===== src/rtl/mbox_cyc_arb.sv =====
// MBOX cycle arbiter: one registered one-hot grant among MB, CCA, CHAN and EBOX,
// held until CSH reports cycle done or a timeout fires. Optional EBOX anti-starvation: MBOX_ARB_FAIRNESS_EN.
module mbox_cyc_arb #(
  parameter int unsigned TIMEOUT_CYCLES = 64,
  parameter int unsigned TW             = 7,
  parameter int unsigned STARVE_LIMIT   = 8
) (
  input  logic       clk,
  input  logic       CROBAR,
  input  logic       mbReq,
  input  logic       ccaReq,
  input  logic       chanReq,
  input  logic       eboxReq,
  input  logic       eboxRetry,
  input  logic       pageFailHold,
  input  logic       cycDone,
  input  logic       errClr,
  output logic [3:0] grant,
  output logic       cycActive,
  output logic       t0,
  output logic       sbusErr
);

  typedef enum logic {IDLE, BUSY} state_t;

  localparam logic [3:0]    G_MB     = 4'b1000;
  localparam logic [3:0]    G_CCA    = 4'b0100;
  localparam logic [3:0]    G_CHAN   = 4'b0010;
  localparam logic [3:0]    G_EBOX   = 4'b0001;
  localparam logic [TW-1:0] TMO_LAST = TW'(TIMEOUT_CYCLES - 1);
  localparam logic [TW-1:0] TMO_MAX  = '1;

  if (TIMEOUT_CYCLES < 2 || (64'd1 << TW) < 64'(TIMEOUT_CYCLES) || STARVE_LIMIT == 0) begin : g_param_err
    $error("mbox_cyc_arb: illegal parameter combination");
  end

  state_t          state_q, state_d;
  logic [3:0]      grant_d;
  logic            cyc_active_d, t0_d, sbus_err_d;
  logic [TW-1:0]   tmo_cnt_q, tmo_cnt_d;
  logic            ebox_elig_c, boost_c;
  logic [3:0]      winner_c;

  assign ebox_elig_c = eboxReq & ~pageFailHold;

`ifdef MBOX_ARB_FAIRNESS_EN
  localparam int unsigned SW = $clog2(STARVE_LIMIT + 1);

  logic [SW-1:0] starve_cnt_q, starve_cnt_d;

  assign boost_c = ebox_elig_c && (starve_cnt_q == SW'(STARVE_LIMIT));

  // Counts consecutive arbitrations EBOX lost while eligible; saturates at the limit.
  always_comb begin
    starve_cnt_d = starve_cnt_q;
    if (state_q == IDLE) begin
      if (!ebox_elig_c || winner_c == G_EBOX) begin
        starve_cnt_d = '0;
      end else if (winner_c != 4'b0000 && starve_cnt_q != SW'(STARVE_LIMIT)) begin
        starve_cnt_d = starve_cnt_q + SW'(1);
      end
    end
  end

  always_ff @(posedge clk) begin
    if (CROBAR) starve_cnt_q <= '0;
    else        starve_cnt_q <= starve_cnt_d;
  end
`else
  assign boost_c = 1'b0;
`endif

  // Fixed priority; a pending EBOX retry jumps ahead of CHAN only.
  always_comb begin
    winner_c = 4'b0000;
    if (boost_c)                        winner_c = G_EBOX;
    else if (mbReq)                     winner_c = G_MB;
    else if (ccaReq)                    winner_c = G_CCA;
    else if (ebox_elig_c && eboxRetry)  winner_c = G_EBOX;
    else if (chanReq)                   winner_c = G_CHAN;
    else if (ebox_elig_c)               winner_c = G_EBOX;
  end

  always_comb begin
    state_d      = state_q;
    grant_d      = grant;
    cyc_active_d = cycActive;
    t0_d         = 1'b0;
    sbus_err_d   = sbusErr & ~errClr;
    tmo_cnt_d    = tmo_cnt_q;
    case (state_q)
      IDLE: begin
        if (winner_c != 4'b0000) begin
          state_d      = BUSY;
          grant_d      = winner_c;
          cyc_active_d = 1'b1;
          t0_d         = 1'b1;
          tmo_cnt_d    = '0;
        end
      end
      BUSY: begin
        if (tmo_cnt_q != TMO_MAX) tmo_cnt_d = tmo_cnt_q + TW'(1);
        // cycDone on the terminal cycle wins over the timeout.
        if (cycDone) begin
          state_d      = IDLE;
          grant_d      = 4'b0000;
          cyc_active_d = 1'b0;
        end else if (tmo_cnt_q == TMO_LAST) begin
          state_d      = IDLE;
          grant_d      = 4'b0000;
          cyc_active_d = 1'b0;
          sbus_err_d   = 1'b1;
        end
      end
    endcase
  end

  always_ff @(posedge clk) begin
    if (CROBAR) begin
      state_q   <= IDLE;
      grant     <= 4'b0000;
      cycActive <= 1'b0;
      t0        <= 1'b0;
      sbusErr   <= 1'b0;
      tmo_cnt_q <= '0;
    end else begin
      state_q   <= state_d;
      grant     <= grant_d;
      cycActive <= cyc_active_d;
      t0        <= t0_d;
      sbusErr   <= sbus_err_d;
      tmo_cnt_q <= tmo_cnt_d;
    end
  end

endmodule

===== config.mk =====
export PLATFORM = sky130hd
export DESIGN_NAME = mbox_cyc_arb
export DESIGN_NICKNAME = d
export VERILOG_FILES = /design/src/rtl/mbox_cyc_arb.sv
export SDC_FILE = /design/constraint.sdc
export NUM_CORES = 1
export LEC_CHECK = 0
export ABC_AREA = 0
export BUFFER_PORTS_ARGS = -buffer_cell sky130_fd_sc_hd__buf_2
export CAP_MARGIN = 10
export CELL_PAD_IN_SITES_DETAIL_PLACEMENT = 1
export CELL_PAD_IN_SITES_GLOBAL_PLACEMENT = 2
export CORE_MARGIN = 1
export CORE_UTILIZATION = 30
export CTS_CLUSTER_DIAMETER = 80
export DETAILED_ROUTE_END_ITERATION = 8
export GPL_TIMING_DRIVEN = 0
export HOLD_SLACK_MARGIN = 0.06
export PLACE_DENSITY_LB_ADDON = 0.1
export SLEW_MARGIN = 20
export SYNTH_ARGS = -nofsm -noshare
export SYNTH_HDL_FRONTEND = slang
export SYNTH_SLANG_ARGS = --single-unit

===== constraint.sdc =====
create_clock -name clk -period 1.8 [get_ports clk]
set_input_delay 0.18 -clock clk [delete_from_list [all_inputs] [get_ports clk]]
set_output_delay 0.18 -clock clk [all_outputs]
set_load 0.01 [all_outputs]

After elaboration in Yosys (flattened, before gate mapping)
Cells that the tools add are included.
{"block": "op_classes", "n_eq_ne": 5, "bitwise_logic": 5, "add_sub_neg": 1, "n_reduce_logical": 5, "n_mux": 23}
{"cell": "$mux 4", "n": 5}
{"cell": "$mux 7", "n": 2}
{"cell": "$pmux 7 s2", "n": 1}
{"cell": "$mux 1", "n": 10}
{"cell": "$pmux 4 s2", "n": 1}
{"cell": "$add 7x1->7 const B", "n": 1}
{"cell": "$eq 7x6->1 const B", "n": 1}
{"cell": "$ne 7x7->1 const B", "n": 1}
{"cell": "$mux 2", "n": 2}
{"cell": "$pmux 1 s2", "n": 2}
{"cell": "$reduce_and 2->1", "n": 2}
{"cell": "$reduce_bool 4->1", "n": 1}
{"cell": "$ne 3x2->1 const B", "n": 1}
{"cell": "$not 1->1", "n": 3}
{"cell": "$and 1x1->1", "n": 2}
{"cell": "$ne 2x1->1 const B", "n": 1}
{"cell": "$ne 2x2->1 const B", "n": 1}
{"cell": "$reduce_or 2->1", "n": 1}
{"cell": "$logic_and 1x1->1", "n": 1}
{"block": "totals", "output_inout_bits": 7, "word_cells": 45, "register_bits": 15, "inputBits": 10}

Logic depth before layout (Yosys ltp)
{"block": "depth", "word_depth": 10, "ltp_mapped": 5, "ltp_nobuf": 5}

Worst setup path after synthesis
OpenSTA, ideal clock, no wires.
{"block": "synth_path", "path_kind": "register to register", "from": "register tmo_cnt_q[0]", "to": "register tmo_cnt_q[2]", "t_arrival_ns": 1.486, "stages_incl_launch_ff": 6, "period_less_slack_ns": 1.574, "n_path_buf": 0, "setup_slack_ns": 0.226, "setup_time_ns": 0.088, "required_ns": 1.712, "path_cell_list": "dfxtp_1 ha_1 nand3_2 or4_4 and2_4 a311oi_2"}
{"block": "synth_between", "elab_chain_len": 3, "word_cells_on_any_way": 6, "classes_between": "1 x add/sub; 2 x eq/ne; 2 x mux; 1 x reduce/logical"}
{"item": "start, declared", "line": "40", "text": "logic [TW-1:0] tmo_cnt_q, tmo_cnt_d;"}
{"item": "start signal, assigned", "line": "132", "text": "tmo_cnt_q <= tmo_cnt_d;"}
{"item": "$add 7x1->7 / $ne 7x7->1 (equally long branches)", "line": "102", "text": "if (tmo_cnt_q != TMO_MAX) tmo_cnt_d = tmo_cnt_q + TW'(1);"}
{"item": "$mux 7 / $ne 2x1->1 (equally long branches)"}
{"item": "$pmux 7 s2 / $reduce_and 2->1 (equally long branches)"}
Several ways; a longest one is shown, not always the timed one. The select of a mux whose other input is x is not followed.
A chain may end at the register's enable or synchronous reset.

Final worst setup path
{"block": "layout_path", "from": "register tmo_cnt_q[0]", "to": "register tmo_cnt_q[4]"}
Same word-level chain as after synthesis.

==> out/qor.txt <==
run status -> finished, final reports clean
CTS tree -> built
worst reg2reg path endpoint -> tmo_cnt_q[4]
Global Route Usage Sum -> 0.151
Post-Syn Area per Cell -> 9.30 µm²
Ports -> 17
synth-to-layout area growth -> 21.5%
peak supply drop -> 0.000384 V
grt ovf -> 0
first-pass GRT wire length -> 2900 µm
Die Ht -> 51.5 µm
post-route ant nets -> 0
ant diodes -> 0
hpwl dp -> 1330 µm
worst setup path end -> tmo_cnt_q[4]
Critical Path Start -> tmo_cnt_q[0]
Worst-Margin Slew -> 494 ps
Leakage -> 0.374 nW
TritonRoute pass-1 iters -> 2
Synth warnings -> 0
Min Hold Slack -> 200 ps
antenna violations before repair -> 0
Synth Flop Type -> dfxtp_1
Synth area leaders -> dfxtp_1, a311oi_2, a21oi_1
count leader, synth -> dfxtp_1
DRT iter0 DRCs -> 7
CTS Hold Bufs -> 0
fin crit period -> 1720 ps
worst reg2reg setup slack -> 80 ps
hold crit path type -> in2reg
fin crit share -> 0.957
CP max FO -> 4
row count -> 17
Sink Count -> 15
fin util -> 0.396
CTS buffer count -> 3
Via density -> 5.17
root buffer cell -> clkbuf_4
worst skew pair latency -> 290 ps
Post-Syn Area -> 734 µm²
Cells after Synth -> 79
htree depth -> 1
clk buf depth -> 2
Design Area, Final -> 892 µm²
Max Cap Violations -> 0
Worst Path Required -> 2000 ps
number of synthesized flops with an enable pin -> 0
Worst Reg2Reg Path Length in Cells -> 5
fin nets -> 111
Pwr Density -> 712 mW/mm²
crit path DAT -> 1920 ps
Starting Density -> 0.326
area leader, netlist -> dfxtp_1
sequential area share after synthesis -> 0.409
post-synthesis async set-or-reset flop share -> 0
net count after synthesis -> 90
vias -> 657
WL/cell -> 13.8 µm
Clock transition at path regs -> 90 ps
# port buffers -> 16
clk_skew -> 10.7 ps
Synth top area share -> 0.409
Max-slew headroom -> 0.668
die width -> 51.5 µm
Placed Area -> 850 µm²
largest net degree at the start of global routing -> 11
CP Class -> reg2reg
GP Congestion -> 0.706
Startpoint Class -> flop
#FFs+latches synth -> 15
synth cell count leaders -> dfxtp_1, a21oi_1, inv_1, nand2_1, nor2_1
Total Wirelength -> 1750 µm
number of global-route vias before repair -> 624
drc violations -> 0
RR Startpoint -> tmo_cnt_q[0]
fin. max-slew vios -> 0
hold violation total from the final report -> 0
CP Capture Type -> flop
Final Setup Violations -> 0
core area -> 0.00225 mm²
die footprint -> 0.00265 mm²
Synth cell types -> 36
share of cells above drive strength 1 -> 0.374
top achievable clock speed -> 0.580 GHz
logic make-up after synthesis:
kind of cell             share of synthesized area
multiplexers                                0.0153
AO/OA/AOI/OAI                                0.278
AND/OR/NAND/NOR                              0.242
adder cells (fa/ha/maj)                     0.0170
buffers and inverters                       0.0392
flip-flops                                   0.409
how the worst min path moves through the flow:
stage / end / cells past startpoint / startpoint
after global placement: cycActive / 2 / cycActive
final: sbusErr / 4 / errClr
after detailed placement: cycActive / 2 / cycActive
after global routing: grant[3] / 3 / mbReq
after floorplan: grant[3] / 2 / mbReq
after CTS: sbusErr / 4 / errClr
sequential cells by signal, indices dropped and copies added, names as in the netlist:
register   count
tmo_cnt_q      7
grant          4
cycActive      1
sbusErr        1
state_q        1
t0             1
what timing repair did:
action / 4_1_cts / 5_1_grt
resized for setup: 1 / 3
endpoints found under the setup margin: 2 / 6
setup buffers: 0 / 0
where the power goes:
group | switching (mW) | leakage (nW) | internal, mW
registers | 0.00671 | 0.123 | 0.344
logic | 0.0486 | 0.236 | 0.0366
clock network | 0.113 | 0.0150 | 0.0861
total | 0.169 | 0.374 | 0.467
cell usage in the layout, fill, tap and decap left out, types with 2 or more instances in the layout:
cell type and instances:
and3_2 2, nor3_1 2, a21o_1 2, inv_1 5, o21ai_0 3, or4_4 2
nor2_1 5, nand2_1 5, dfxtp_1 14, a311oi_2 2, nor3b_1 2, clkbuf_4 3
buf_2 18, or3_1 2, nand2b_1 3, a21oi_1 5
per-layer routing:
layer / vias up / GRT usage / share of wire
met5: - / 0 / 0
met4: 0 / 0.0541 / 0.0074
met3: 2 / 0.0565 / 0.042
met2: 14 / 0.221 / 0.44
met1: 308 / 0.201 / 0.51
li1: 333 / - / -
final cells by class:
type / count / area [µm²]
fillers: 285 / 1360
multi-input cells: 57 / 420
flip-flops and latches: 15 / 302
repair buffers: 16 / 80.1
well taps: 28 / 35.0
clock buffers: 4 / 26.3
inverters: 5 / 18.8
plain buffers: 2 / 10.0
stage by stage:
step / setup TNS, ps / total power, mW / cells / setup WS, ps
2_1_floorplan: 0 / 0.409 / 79 / 226
3_3_place_gp: -132 / 0.440 / 123 / -107
3_5_place_dp: -98.3 / 0.443 / 123 / -90.7
4_1_cts: 0 / 0.645 / 127 / 37.1
5_1_grt: -8.87 / 0.676 / 127 / -8.87
6_report: 0 / 0.636 / 127 / 77.1
worst max-delay path, stage by stage (launching register included):
cell and delay, ps:
dfxtp_1 370, ha_2 220, nand3_2 130, or4_4 530, and2_4 170, a311oi_2 220
(Power assumes the default switching activity.)
